===== config.mk =====
export PLATFORM = sky130hd
export DESIGN_NAME = amt_recovery_seq
export DESIGN_NICKNAME = d
export VERILOG_FILES = /design/src/rtl/amt_recovery_seq.sv
export SDC_FILE = /design/constraint.sdc
export NUM_CORES = 1
export LEC_CHECK = 0
export CORE_MARGIN = 2
export CORE_UTILIZATION = 25
export CTS_CLUSTER_DIAMETER = 40
export CTS_CLUSTER_SIZE = 20
export DETAILED_ROUTE_END_ITERATION = 7
export GPL_TIMING_DRIVEN = 0
export PLACE_DENSITY = 0.95
export SLEW_MARGIN = 20
export SYNTH_ARGS = -nofsm -noshare
export SYNTH_HDL_FRONTEND = slang
export SYNTH_SLANG_ARGS = --single-unit

===== constraint.sdc =====
create_clock -name clk -period 2.88 [get_ports clk]
set_input_delay 0.576 -clock clk [delete_from_list [all_inputs] [get_ports clk]]
set_output_delay 0.576 -clock clk [all_outputs]
set_load 0.005 [all_outputs]

===== src/rtl/amt_recovery_seq.sv =====
// amt_recovery_seq
//   Sequences architectural-map-table recovery after an exception or branch
//   mispredict. A request stalls commit, drains one cycle so AMT writes from
//   the request cycle land, then walks the AMT four entries per cycle and
//   forwards each group to the rename map table through its four write ports.
//   Owns the AMT read-address mux: commit destinations in normal operation,
//   walk counter during recovery.
//
// Ports
//   clk, reset                   clock, synchronous active-high reset
//   recoverReq_i                 recovery request from the active list
//   commitDest{0..3}_i           logical destination of committing slot k
//   amtRdAddr{0..3}_o            AMT read address, port k
//   amtRdData{0..3}_i            AMT read data, port k (same-cycle read)
//   rmtWe_o                      RMT group write enable (all four ports)
//   rmtPacket{0..3}_o            {logical, physical} for RMT port k
//   commitStall_o                active list must not commit while high
//   flRestore_o                  one-cycle free-list restore pulse
//   recoverBusy_o                high while a recovery is in progress
//   recoverDone_o                one-cycle completion pulse
//   dbg_state                    current FSM state (IDLE=0 DRAIN=1 WALK=2 DONE=3)
//
// Handshake: recoverReq_i is sampled only in IDLE; while busy or in DONE it is
// ignored. A request still high in the first IDLE cycle starts a new recovery.
module amt_recovery_seq #(
  parameter int SIZE_RMT          = 32,
  parameter int SIZE_RMT_LOG      = 5,
  parameter int SIZE_PHYSICAL_LOG = 7
) (
  input  logic                                    clk,
  input  logic                                    reset,
  input  logic                                    recoverReq_i,
  input  logic [SIZE_RMT_LOG-1:0]                 commitDest0_i,
  input  logic [SIZE_RMT_LOG-1:0]                 commitDest1_i,
  input  logic [SIZE_RMT_LOG-1:0]                 commitDest2_i,
  input  logic [SIZE_RMT_LOG-1:0]                 commitDest3_i,
  output logic [SIZE_RMT_LOG-1:0]                 amtRdAddr0_o,
  output logic [SIZE_RMT_LOG-1:0]                 amtRdAddr1_o,
  output logic [SIZE_RMT_LOG-1:0]                 amtRdAddr2_o,
  output logic [SIZE_RMT_LOG-1:0]                 amtRdAddr3_o,
  input  logic [SIZE_PHYSICAL_LOG-1:0]            amtRdData0_i,
  input  logic [SIZE_PHYSICAL_LOG-1:0]            amtRdData1_i,
  input  logic [SIZE_PHYSICAL_LOG-1:0]            amtRdData2_i,
  input  logic [SIZE_PHYSICAL_LOG-1:0]            amtRdData3_i,
  output logic                                    rmtWe_o,
  output logic [SIZE_RMT_LOG+SIZE_PHYSICAL_LOG-1:0] rmtPacket0_o,
  output logic [SIZE_RMT_LOG+SIZE_PHYSICAL_LOG-1:0] rmtPacket1_o,
  output logic [SIZE_RMT_LOG+SIZE_PHYSICAL_LOG-1:0] rmtPacket2_o,
  output logic [SIZE_RMT_LOG+SIZE_PHYSICAL_LOG-1:0] rmtPacket3_o,
  output logic                                    commitStall_o,
  output logic                                    flRestore_o,
  output logic                                    recoverBusy_o,
  output logic                                    recoverDone_o,
  output logic [1:0]                              dbg_state
);

  localparam int PKT_W = SIZE_RMT_LOG + SIZE_PHYSICAL_LOG;
  localparam logic [SIZE_RMT_LOG-1:0] LAST_GROUP = SIZE_RMT_LOG'(SIZE_RMT - 4);

  typedef enum logic [1:0] {
    IDLE  = 2'd0,
    DRAIN = 2'd1,
    WALK  = 2'd2,
    DONE  = 2'd3
  } state_t;

  state_t                  state, state_next;
  logic [SIZE_RMT_LOG-1:0] walk_cnt, walk_cnt_next;

  logic [SIZE_RMT_LOG-1:0]      dest     [4];
  logic [SIZE_RMT_LOG-1:0]      lane_idx [4];
  logic [SIZE_RMT_LOG-1:0]      rd_addr  [4];
  logic [SIZE_PHYSICAL_LOG-1:0] rd_data  [4];
  logic [PKT_W-1:0]             pkt      [4];

  logic in_walk;

  assign dest[0] = commitDest0_i;
  assign dest[1] = commitDest1_i;
  assign dest[2] = commitDest2_i;
  assign dest[3] = commitDest3_i;

  assign rd_data[0] = amtRdData0_i;
  assign rd_data[1] = amtRdData1_i;
  assign rd_data[2] = amtRdData2_i;
  assign rd_data[3] = amtRdData3_i;

  always_ff @(posedge clk) begin
    if (reset) begin
      state    <= IDLE;
      walk_cnt <= '0;
    end else begin
      state    <= state_next;
      walk_cnt <= walk_cnt_next;
    end
  end

  always_comb begin
    state_next    = state;
    walk_cnt_next = walk_cnt;
    case (state)
      IDLE: begin
        if (recoverReq_i) state_next = DRAIN;
      end
      DRAIN: begin
        walk_cnt_next = '0;
        state_next    = WALK;
      end
      WALK: begin
        // Counter wraps to 0 after the last group; harmless since DRAIN reloads it.
        walk_cnt_next = walk_cnt + SIZE_RMT_LOG'(4);
        if (walk_cnt == LAST_GROUP) state_next = DONE;
      end
      DONE: begin
        state_next = IDLE;
      end
      default: begin
        state_next = IDLE;
      end
    endcase
  end

  assign in_walk = (state == WALK);

  // Per-port lane: entry walk_cnt+k during the walk, truncated to the index width.
  for (genvar k = 0; k < 4; k++) begin : g_lane
    assign lane_idx[k] = walk_cnt + SIZE_RMT_LOG'(k);
    assign rd_addr[k]  = in_walk ? lane_idx[k] : dest[k];
    assign pkt[k]      = in_walk ? {lane_idx[k], rd_data[k]} : '0;
  end

  assign amtRdAddr0_o = rd_addr[0];
  assign amtRdAddr1_o = rd_addr[1];
  assign amtRdAddr2_o = rd_addr[2];
  assign amtRdAddr3_o = rd_addr[3];

  assign rmtPacket0_o = pkt[0];
  assign rmtPacket1_o = pkt[1];
  assign rmtPacket2_o = pkt[2];
  assign rmtPacket3_o = pkt[3];

  assign rmtWe_o       = in_walk;
  assign commitStall_o = (state != IDLE);
  assign recoverBusy_o = (state != IDLE);
  assign flRestore_o   = (state == DONE);
  assign recoverDone_o = (state == DONE);
  assign dbg_state     = state;

endmodule


==> Yosys cells after proc, flatten, opt, wreduce, memory -nomap -nowiden <==
Cells that the tools add are included.
{ "op_classes": {"n_addsub": 4, "multipliers": 0, "div": 0, "order_cmp": 0, "eq_ne": 6, "shift": 0, "mux": 12, "bitwise": 0, "n_reduce_logical": 4} }
{ "ops": {"columns": ["operator", "n"], "rows": [
  ["2-to-1 mux 12 bit", 4],
  ["2-to-1 mux 5 bit", 4],
  ["adder 5 x 2 -> 5 bit (second input constant)", 2],
  ["case mux 5 bit (2 select lines)", 1],
  ["case mux 2 bit (4 select lines)", 1],
  ["adder 5 x 1 -> 5 bit (second input constant)", 1],
  ["adder 5 x 3 -> 5 bit (second input constant)", 1],
  ["equality test 5 bit (second input constant)", 1],
  ["equality test 2 bit (second input constant)", 2],
  ["2-to-1 mux 2 bit", 2],
  ["nonzero test 2 bit", 2],
  ["equality test 2 x 1 -> 1 bit (second input constant)", 1],
  ["logical NOT 2 bit", 1],
  ["!= test 2 x 1 -> 1 bit (second input constant)", 1],
  ["!= test 2 bit (second input constant)", 1],
  ["AND reduction 2 bit", 1]
]} }
{ "totals": {"register_bits": 7, "latch_bits": 0, "ram_bits": 0, "rom_bits": 0, "input_bits": 51, "out_inout_bits": 75, "wordCells": 28, "memories": 0} }

==> Logic depth before layout (Yosys ltp) <==
Gate-level depths: netlist (run 1).
{ "logic_depth": {"ltp_word": 3, "depth_mapped": 7, "mapped_depth_nobuf": 5} }

==> Worst setup path before layout (run 1) <==
No wires, ideal clock.
{ "synth_path": {"kind": "reg2out", "startpoint": "register state[0], in the netlist dbg_state[0]", "endpoint": "output port rmtPacket2_o[10]", "t_arrival_ns": 1.325, "required_time_ns": 2.304, "slack_ns": 0.979, "stages_incl_launch_ff": 8, "path_buffers": 3, "cell_sequence": "dfxtp_1 > inv_1 > ha_1 > buf_6 > buf_8 > nand2_1 > inv_1 > buf_4"} }
{ "synth_via": {"elab_chain_cells": 2} }
{ "synth_lines": {"columns": ["element", "line_no", "text"], "rows": [
  ["start: declaration", "67", "state_t state, state_next;"],
  ["start signal: assignment", "93", "state <= state_next;"],
  ["equality test 2 bit", "123", "assign in_walk = (state == WALK);"],
  ["named net rmtWe_o", "45", "output logic rmtWe_o,"],
  ["2-to-1 mux 12 bit", "129", "assign pkt[k] = in_walk ? {lane_idx[k], rd_data[k]} : '0;"],
  ["end: declaration", "48", "output logic [SIZE_RMT_LOG+SIZE_PHYSICAL_LOG-1:0] rmtPacket2_o,"]
]} }
The timed path passes the listed nets, and every way through them passes these cells.

==> Final worst setup path (run 1) <==
{ "layout_path": {"startpoint": "register state[0], in the netlist dbg_state[0]", "endpoint": "output port rmtPacket1_o[9]"} }
{ "layout_via": {"elab_chain_cells": 2} }
{ "layout_lines": {"columns": ["element", "line_no", "text"], "rows": [
  ["equality test 2 bit", "123", null],
  ["2-to-1 mux 12 bit", "129", null],
  ["end: declaration", "47", "output logic [SIZE_RMT_LOG+SIZE_PHYSICAL_LOG-1:0] rmtPacket1_o,"]
]} }
No other way between the ends.

==> summary.md, run 1 <==
| Metric | Value |
|---|---|
| Post-synthesis sequential area ratio | 12.0% |
| Crit path to | rmtPacket1_o[9] |
| Port Buffer Count | 121 |
| CTS buffer count | 3 |
| Post-Synth Simple-Gate Area | 36.3% |
| Clk_skew | approximately 0.0028 ns |
| R2r setup slk | approximately 1.5 ns |
| Compound-Gate Fraction of Synth Area | 10.8% |
| GP Congestion | between 0.7 and 0.8 |
| Worst path required time | approximately 2.3 ns |
| Grt met2 use | 31.7% |
| Leak Pwr | 0.991 nW |
| Post-layout minimum cycle time | around 2.6 ns |
| YS warnings | 0 |
| RR Endpoint | dbg_state[0] |
| Power Density | approximately 370 mW/mm^2 |
| R2R depth | 5 |
| Largest family of logic cells by synthesized area | simple AND/OR/NAND/NOR gates |
| Tcrit/Tclk final | approximately 91% |
| Total grt overflow | 0 |
| XOR/XNOR share of the synthesized area | 0% |
| Seq pwr share | 12.1% |
| TritonCTS clock tree | built |
| Die Span Y | 61.9 um |
| Pins Over Slew Limit | 0 |
| GR Util met1 | 15.2% |
| Met3 usage | 2.28% |
| Router iterations before antenna repair | 4 |
| Hold path cells | 2 |
| Die area | about 0.0038 mm^2 |
| Vias/cell | roughly 4.0 |
| P_sw | about 240 uW |
| Global Route Usage Sum | between 10% and 20% |
| Int Pwr | 546 uW |
| Initial drt markers | 12 |
| Diode count | 0 |
| Num ports | 126 |
| Hold Crit Class | reg2reg |
| Total Wirelength | 3360 um |
| Peak VDD IR | between 0.3 and 0.4 mV |
| Setup TNS | 0 ns |
| Vias in the first global route | roughly 1000 |
| # clock sinks | 5 |
| Switching share of total power | slightly above 30% |
| Mean Syn Cell Area | 6.75 um^2 |
| Setup Crit Path Kind | reg2out |
| Maxcap violations | 0 |
| CP max FO | 10 |
| Mapped Cells | between 100 and 150 |
| Clk_lat worst skew | around 0.24 ns |
| Placed instance count | around 290 |
| Share of cells above drive strength 1 | a little under an eighth |
| First-pass GRT wire length | about 4400 um |
| Fin. Hold Viols | 0 |
| Row cnt | 21 |
| Core ar. | between 0.003 and 0.004 mm^2 |
| Nets | 310 |
| Mapped Area | approximately 840 um^2 |
| Startpoint types | flip-flop |
| CTS max path bufs | 2 |
| Synth Area in Adders | ~9% |
| # fillers | between 200 and 300 |
| # Post-CTS Setup Buffers | 0 |
| Per-cell routed wire length | ~11 um |
| Initial antenna violation count | 0 |
| Vias after detailed routing | around 1200 |
| Multiplexer share of the synthesized area | 1.20% |
| Post-synthesis cell type count | 23 |
| Crit path DAT | approximately 2.1 ns |
| Final Setup Violations | 0 |
| Crit. End Element | primary output |
| Total power | 784 uW |
| Comb power frac | roughly 78% |
| Busiest grt layer | met2 |
| Unrepaired setup endpoints after global routing | false |
| ANT nets after route | 0 |
| CTS H-tree depth | 1 |
| Die X | roughly 62 um |
| Synth-to-Final Area Change | 156% |
| Max Clock Freq | ~380 MHz |
| Clock Pin Slew Worst Setup and Hold Paths | 0.04 ns |
| Initial Util | between 20 and 30% |
| Reg2reg start | dbg_state[0] |
| Setup crit start | dbg_state[0] |
| Status | finished clean |
| Flops & latches, synth | 5 |
| Final Non-Filler Cells | just under 300 |
| Clock network fraction of design power | approximately a tenth |
| Root Buffer | clkbuf_4 |
| Largest net degree at the start of global routing | 11 |
| DRC errors left | 0 |
| Detailed placer's ending HPWL | 2990 um |
## worst max-delay path: stages (launching register included)
cell             delay, ns
dfxtp_1               0.33
inv_1                 0.11
ha_2                  0.25
buf_6                 0.16
buf_8                 0.13
nand2_1               0.11
inv_1                 0.13
buf_4                 0.12
clkdlybuf4s50_1       0.50
## state kept, by name, summed over array words and instances, names as in the netlist
register   cells
walk_cnt       3
dbg_state      2
## power by group through the flow
stage	clock network (mW)	registers [mW]	logic, mW
after global placement	0	0.0952	0.607
after detailed placement	0	0.0959	0.618
after floorplan	0	0.0947	0.249
after global routing	0.0848	0.0958	0.669
final	0.0771	0.0948	0.612
after CTS	0.0824	0.0946	0.620
## layout make-up
cell class | count | area [um^2] | area share (%)
plain buffers | 23 | 171 | 7.99
multi-input cells | 77 | 497 | 23.1
repair buffers | 121 | 1210 | 56.4
inverters | 22 | 82.6 | 3.85
well taps | 46 | 57.6 | 2.68
clock buffers | 4 | 26.3 | 1.22
flip-flops and latches | 5 | 100 | 4.66
## worst min-delay path by stage
stage	start	slack [ns]	endpoint
after floorplan	walk_cnt[3]	0.46	walk_cnt[3]
after global placement	walk_cnt[3]	0.48	walk_cnt[3]
after detailed placement	walk_cnt[3]	0.50	walk_cnt[3]
after CTS	walk_cnt[3]	0.50	walk_cnt[3]
after global routing	walk_cnt[4]	0.52	walk_cnt[4]
final	walk_cnt[4]	0.50	walk_cnt[4]
## timing repair
| action | 4_1_cts | 5_1_grt |
|---|---|---|
| resized for setup | 0 | 2 |
| hold buffers | 0 | 0 |
| setup endpoints to repair | 0 | 2 |
## routing by layer
layer / up-vias / wire length [um]
met1: 521 / 1140
met4: 0 / 26
met5: - / 0
li1: 605 / -
met3: 2 / 324
met2: 53 / 1870
## per-stage QoR
| step | util, % | setup slack [ns] | cell area, um^2 | hold WS [ns] |
|---|---|---|---|---|
| after floorplan | - | 0.979 | 848 | 0.456 |
| final | 65.3 | 0.247 | 2150 | 0.504 |
| after global placement | 64.5 | 0.423 | 2120 | 0.481 |
| after detailed placement | 64.5 | 0.369 | 2120 | 0.495 |
| after global routing | 65.3 | 0.0779 | 2150 | 0.520 |
| after CTS | 65.3 | 0.105 | 2140 | 0.502 |
## synth_stat cells
cell	count	share of area [%]
and2_1	28	21
inv_1	22	9.9
buf_4	17	15
o21ai_0	12	7.2
ha_1	6	9.0
dfxtp_1	5	12
nand2_1	5	2.2
a21oi_1	4	2.4
or2_2	4	3.0
and2b_1	3	2.7
nand2b_1	3	2.2
buf_2	2	1.2
clkbuf_1	2	0.90
nand3_1	2	1.2
buf_6	1	1.3
buf_8	1	1.8
conb_1	1	0.45
mux2i_1	1	1.2
nand3b_1	1	0.90
nor2b_1	1	0.75
nor2b_4	1	1.6
o211a_1	1	1.2
or3_1	1	0.75
## cells in the final DEF, fill, tap and decap left out
master	n
dfxtp_1	5
or2_2	4
and2_1	28
conb_1	4
and2b_1	3
buf_8	1
ha_2	1
clkbuf_4	3
a21oi_1	4
inv_1	22
or3_1	1
nand2_1	5
nand3_1	2
nor2b_1	1
buf_6	1
o211a_1	1
o21ai_0	11
buf_4	17
nand3b_1	1
clkbuf_1	3
mux2i_1	1
ha_1	5
buf_2	2
nor2b_4	1
clkdlybuf4s50_1	121
nand2b_1	3
o21ai_1	1
## logic make-up (layout without fill, tap and decap cells)
family                     after synthesis  count (layout)
and+or+nand+nor                         49              49
AOI/OAI and AO/OA                       17              17
buffers and inverters                   45             170
muxes                                    1               1
DFF                                      5               5
adders and majority gates                6               6
other                                    1               4
Power figures use the tool's default switching activity.
==> run 2: changes to the inputs <==
==> constraint.sdc (replaced) <==
create_clock -name clk -period 2.88 [get_ports clk]
set_input_delay 0.288 -clock clk [delete_from_list [all_inputs] [get_ports clk]]
set_output_delay 0.288 -clock clk [all_outputs]
set_load 0.005 [all_outputs]
==> run 2 against run 1 <==
Compared with the run above: utilization decreased by 0.076 points; via count rose by 0.17%; worst hold slack about the same; sequential cell count stayed put; routed wire length is the same; critical path depth decreased by 2; global-route usage unchanged; fmax is 8.0% higher; clock skew about the same; count of clock-buffer cells in the layout stayed put; sequential share of layout area hardly changed; highest routed layer unchanged.
==> summary.md, run 2 (synthesized netlist as in run 1, its figures left out) <==
| Metric | Value |
|---|---|
| CTS buffer count | 3 |
| Die Span Y | 61.9 um |
| GR Util met1 | approximately 15% |
| Row cnt | 21 |
| Post-route design area | ~0.0021 mm^2 |
| Hold Crit Class | reg2reg |
| Status | finished clean |
| CTS max path bufs | 2 |
| Startpoint types | flip-flop |
| Per-cell routed wire length | approximately 11 um |
| Detailed placer's ending HPWL | roughly 3000 um |
| Critical-path top delay cell | clkdlybuf4s50_1 |
| Vias after detailed routing | between 1000 and 1500 |
| Setup crit start | dbg_state[0] |
| Diode count | 0 |
| Setup TNS | 0 ns |
| Bufs and invs on worst path | 4 |
| Stages on worst setup path | 6 |
| Post-layout minimum cycle time | between 2 and 2.5 ns |
| Grt met2 use | a little under a third |
| Crit. End Element | primary output |
| Number of flip-flops in the largest register | 3 |
| Share of cells above drive strength 1 | around 12% |
| CTS H-tree depth | 1 |
| Total Wirelength | between 3000 and 4000 um |
| Clk_skew | 0.00278 ns |
| Unrepaired setup endpoints after global routing | false |
| TritonCTS clock tree | built |
| Hold_buf cts | 0 |
| Port Buffer Count | 121 |
| DRC errors left | 0 |
| Global Route Usage Sum | approximately 15% |
| Initial Util | around 25% |
| Maxcap violations | 0 |
| Top reg by flops | walk_cnt |
| Power Density | 365 mW/mm^2 |
| Reg2reg start | dbg_state[0] |
| Nets | 310 |
| RR Endpoint | dbg_state[1] |
| Crit path to | amtRdAddr1_o[3] |
| Total power | 783 uW |
| Leak Pwr | just under 1 nW |
| Die area | between 0.003 and 0.004 mm^2 |
| Largest net degree at the start of global routing | 11 |
| First-pass GRT wire length | ~4400 um |
| Setup Crit Path Kind | reg2out |
| Busiest grt layer | met2 |
| CP max FO | 10 |
| GP Congestion | around 0.75 |
| ANT nets after route | 0 |
| Core ar. | ~0.0033 mm^2 |
| Crit path DAT | between 2 and 2.5 ns |
| Met3 usage | around 2.3% |
| Initial antenna violation count | 0 |
| Dpl cell area | roughly 0.0021 mm^2 |
| Num ports | 126 |
| Worst path required time | 2.59 ns |
| Commonest non-fill, non-tap cell in the layout | clkdlybuf4s50_1 |
| # resized after CTS | 0 |
| Total grt overflow | 0 |
| # fillers | about 260 |
| Final Setup Violations | 0 |
| CP delay by family, top | buffers and inverters |
| R2r setup slk | around 1.5 ns |
| # clock sinks | 5 |
| Final core occ | between 60% and 70% |
| WHS | 0.504 ns |
| Peak VDD IR | 0.314 mV |
| Vias/cell | between 3 and 4 |
| R2R depth | 5 |
| Max Clock Freq | 410 MHz |
| Fin. Hold Viols | 0 |
| Die X | a little over 60 um |
| Synth-to-Final Area Change | 156% |
| Vias in the first global route | around 1000 |
| Most frequent cells in the layout | 121 x clkdlybuf4s50_1, 28 x and2_1, 22 x inv_1, 17 x buf_4, 12 x o21ai_0 |
| Initial drt markers | 12 |
| Clock Pin Slew Worst Setup and Hold Paths | ~0.040 ns |
| Clk_lat worst skew | between 0.2 and 0.25 ns |
| Router iterations before antenna repair | 4 |
| Root Buffer | clkbuf_4 |
| CP cell instances | inv_1 > ha_1 > buf_6 > clkbuf_1 > o21ai_0 > clkdlybuf4s50_1 |
| # Post-CTS Setup Buffers | 0 |
| Tcrit/Tclk final | 84.7% |
| CP peak stage delay | ~0.57 ns |
| Pins Over Slew Limit | 0 |
## run 2: cell types whose count changed in the layout (fill, tap and decap cells not counted)
cell,before,now
o21ai_1,1,0
ha_1,5,6
ha_2,1,0
o21ai_0,11,12
## run 2: worst min path at each step
stage	cells after the start	slack, ns	end	startpoint
detailed placement	2	0.50	walk_cnt[3]	walk_cnt[3]
CTS	2	0.50	walk_cnt[3]	walk_cnt[3]
floorplan	1	0.36	walk_cnt[2]	reset
finish	2	0.50	walk_cnt[4]	walk_cnt[4]
global placement	2	0.48	walk_cnt[3]	walk_cnt[3]
global route	2	0.52	walk_cnt[4]	walk_cnt[4]
## run 2: through the flow
stage | worst slack, ns | std cells
2_1_floorplan | 1.27 | 127
3_3_place_gp | 0.711 | 294
3_5_place_dp | 0.657 | 294
4_1_cts | 0.393 | 298
5_1_grt | 0.270 | 298
6_report | 0.441 | 298
## run 2: layout make-up
cell class | count | area (um^2) | share of cell area (%)
multi-input cells | 77 | 494 | 23.1
inverters | 22 | 82.6 | 3.85
clock buffers | 4 | 26.3 | 1.23
plain buffers | 23 | 171 | 8.00
repair buffers | 121 | 1210 | 56.5
well taps | 46 | 57.6 | 2.69
flip-flops and latches | 5 | 100 | 4.67
## run 2: per-layer routing
| metal | share of wire [%] | up-vias |
|---|---|---|
| met1 | 34 | 515 |
| li1 | - | 605 |
| met3 | 10 | 2 |
| met2 | 55 | 61 |
| met5 | 0 | - |
| met4 | 0.77 | 0 |
## run 2: worst reg2reg max path, stage by stage (launching register included)
cell	delay (ns)
dfxtp_1	0.37
inv_1	0.09
ha_1	0.28
buf_6	0.17
a21oi_1	0.19
mux2i_1	0.20
## run 2: where the power goes
part	switching (mW)	internal, mW	total (mW)
Sequential	0.0127	0.0819	0.0946
Clock	0.0250	0.0521	0.0771
Combinational	0.200	0.411	0.611
Total	0.238	0.545	0.783
==> run 3: changes to the inputs <==
- CORE_UTILIZATION: 25 -> 23
- PLACE_DENSITY: 0.95 -> 0.89
- clock period: 2.88 -> 2.4 ns (I/O delays scaled with it)
==> run 3 against run 2 <==
Compared with the run above: sequential power is 25% higher; routed wire length fell by 11%; worst hold slack lost 0.0049 ns; count of clock-buffer cells in the layout did not move; via count is 0.42% higher; design area rose by 0.82%; sequential share of layout area about the same; non-clock buffer count did not move; critical path depth grew 2; utilization fell by 2.0 points; critical path type unchanged.
==> summary.md, run 3 (synthesized netlist as in run 1, its figures left out) <==
| Metric | Value |
|---|---|
| Status | finished clean |
| Vias/cell | 3.99 |
| WHS | 0.499 ns |
| CTS H-tree depth | 1 |
| Post-layout minimum cycle time | 2.21 ns |
| Die X | 64.3 um |
| Most frequent cells in the layout | 121 x clkdlybuf4s50_1, 28 x and2_1, 20 x inv_1, 17 x buf_4, 12 x o21ai_0 |
| Die area | between 0.004 and 0.005 mm^2 |
| Router iterations before antenna repair | 2 |
| Port Buffer Count | 121 |
| Die Span Y | about 64 um |
| ANT nets after route | 0 |
| Row cnt | 21 |
| Initial drt markers | 20 |
| Unrepaired setup endpoints after global routing | false |
| Clk_lat worst skew | 0.25 ns |
| Final Setup Violations | 0 |
| Peak VDD IR | roughly 0.42 mV |
| Total Wirelength | about 3000 um |
| First-pass GRT wire length | approximately 4900 um |
| Clock Pin Slew Worst Setup and Hold Paths | 0.04 ns |
| Tcrit/Tclk final | approximately 92% |
| Core ar. | about 0.0034 mm^2 |
| Pins Over Slew Limit | 0 |
| Power Density | ~440 mW/mm^2 |
| Largest net degree at the start of global routing | 11 |
| DRC errors left | 0 |
| Crit. End Element | primary output |
| # clock sinks | 5 |
| Per-cell routed wire length | 10.1 um |
| Fin. Hold Viols | 0 |
| Switching share of total power | between 30% and 40% |
| Comb power frac | between 70 and 80% |
| Diode count | 0 |
| Int Pwr | between 600 and 700 uW |
| Vias after detailed routing | 1188 |
| Startpoint types | flip-flop |
| GP Congestion | between 0.7 and 0.8 |
| Initial antenna violation count | 0 |
| Num ports | around 130 |
| Vias in the first global route | 1108 |
| Root Buffer | clkbuf_4 |
| CTS max path bufs | 2 |
| Leak Pwr | approximately 1 nW |
| Global Route Usage Sum | about 14% |
| Number of flip-flops in the largest register | 3 |
| Clk_skew | 0.00273 ns |
| Nets | 310 |
| Setup Crit Path Kind | reg2out |
| Crit path DAT | about 2.0 ns |
| Worst path required time | 2.16 ns |
| Synth-to-Final Area Change | 158% |
| Clock network fraction of design power | 10.6% |
| Initial Util | between 20% and 30% |
| Maxcap violations | 0 |
| Total grt overflow | 0 |
| Top reg by flops | walk_cnt |
| CTS buffer count | 3 |
| Seq pwr share | 12.3% |
| CP max FO | 10 |
| Detailed placer's ending HPWL | roughly 2700 um |
| Setup TNS | 0 ns |
| Hold Crit Class | reg2reg |
| Share of cells above drive strength 1 | approximately 14% |
| TritonCTS clock tree | built |
| P_sw | 299 uW |
| Max Clock Freq | ~450 MHz |
| Commonest non-fill, non-tap cell in the layout | clkdlybuf4s50_1 |
==> run 3: path summary, 6_finish.rpt <==
kind / from / end / slack (ns) / cells past startpoint
hold reg to reg: walk_cnt[4] / walk_cnt[4] / 0.50 / 2
hold / removal: walk_cnt[4] / walk_cnt[4] / 0.50 / 2
setup / recovery: dbg_state[0] / rmtPacket2_o[11] / 0.19 / 8
setup reg to reg: dbg_state[0] / dbg_state[0] / 1.01 / 5
==> run 3: area by class of cell <==
type                    count  area (um^2)
multi-input cells          77          509
inverters                  22         82.6
plain buffers              23          173
well taps                  46         57.6
clock buffers               4         26.3
repair buffers            121         1210
flip-flops and latches      5          101
fillers                   300         1250
==> run 3: routing by layer <==
metal	wire length (um)	track usage (%)	share of wire, %	vias up
li1	-	-	-	608
met1	997	13.4	33	509
met2	1620	29.4	54	68
met3	355	4.40	12	3
met4	25	4.26	0.83	0
met5	0	0	0	-
==> run 3: per-stage QoR <==
stage	utilization, %	instance area, um^2	setup slack, ns	instances	power, mW
after detailed placement	62.0	2120	0.237	294	0.857
after global routing	63.3	2160	0.0109	298	1.04
after CTS	62.8	2150	0.0262	298	0.962
after global placement	62.0	2120	0.287	294	0.838
after floorplan	-	848	0.835	127	0.412
final	63.3	2160	0.188	298	0.961
==> run 3: timing repair <==
| item | in CTS | in global routing |
|---|---|---|
| buffers inserted | 0 | 0 |
| gates resized for setup | 1 | 7 |
| setup endpoints to repair | 7 | 29 |
| cloned | 0 | 0 |
| hold buffers | 0 | 0 |
==> run 3: worst max-delay path, stage by stage (launching register included) <==
cell	delay [ns]
dfxtp_1	0.39
inv_2	0.08
ha_4	0.19
buf_6	0.14
buf_8	0.13
nand2_1	0.13
inv_1	0.08
buf_4	0.13
clkdlybuf4s50_1	0.44
==> run 3: power by group through the flow <==
stage | combinational (mW) | sequential (mW) | clock (mW)
after detailed placement | 0.740 | 0.116 | 0
final | 0.741 | 0.118 | 0.102
after floorplan | 0.299 | 0.114 | 0
after CTS | 0.743 | 0.115 | 0.104
after global placement | 0.723 | 0.114 | 0
after global routing | 0.809 | 0.123 | 0.112
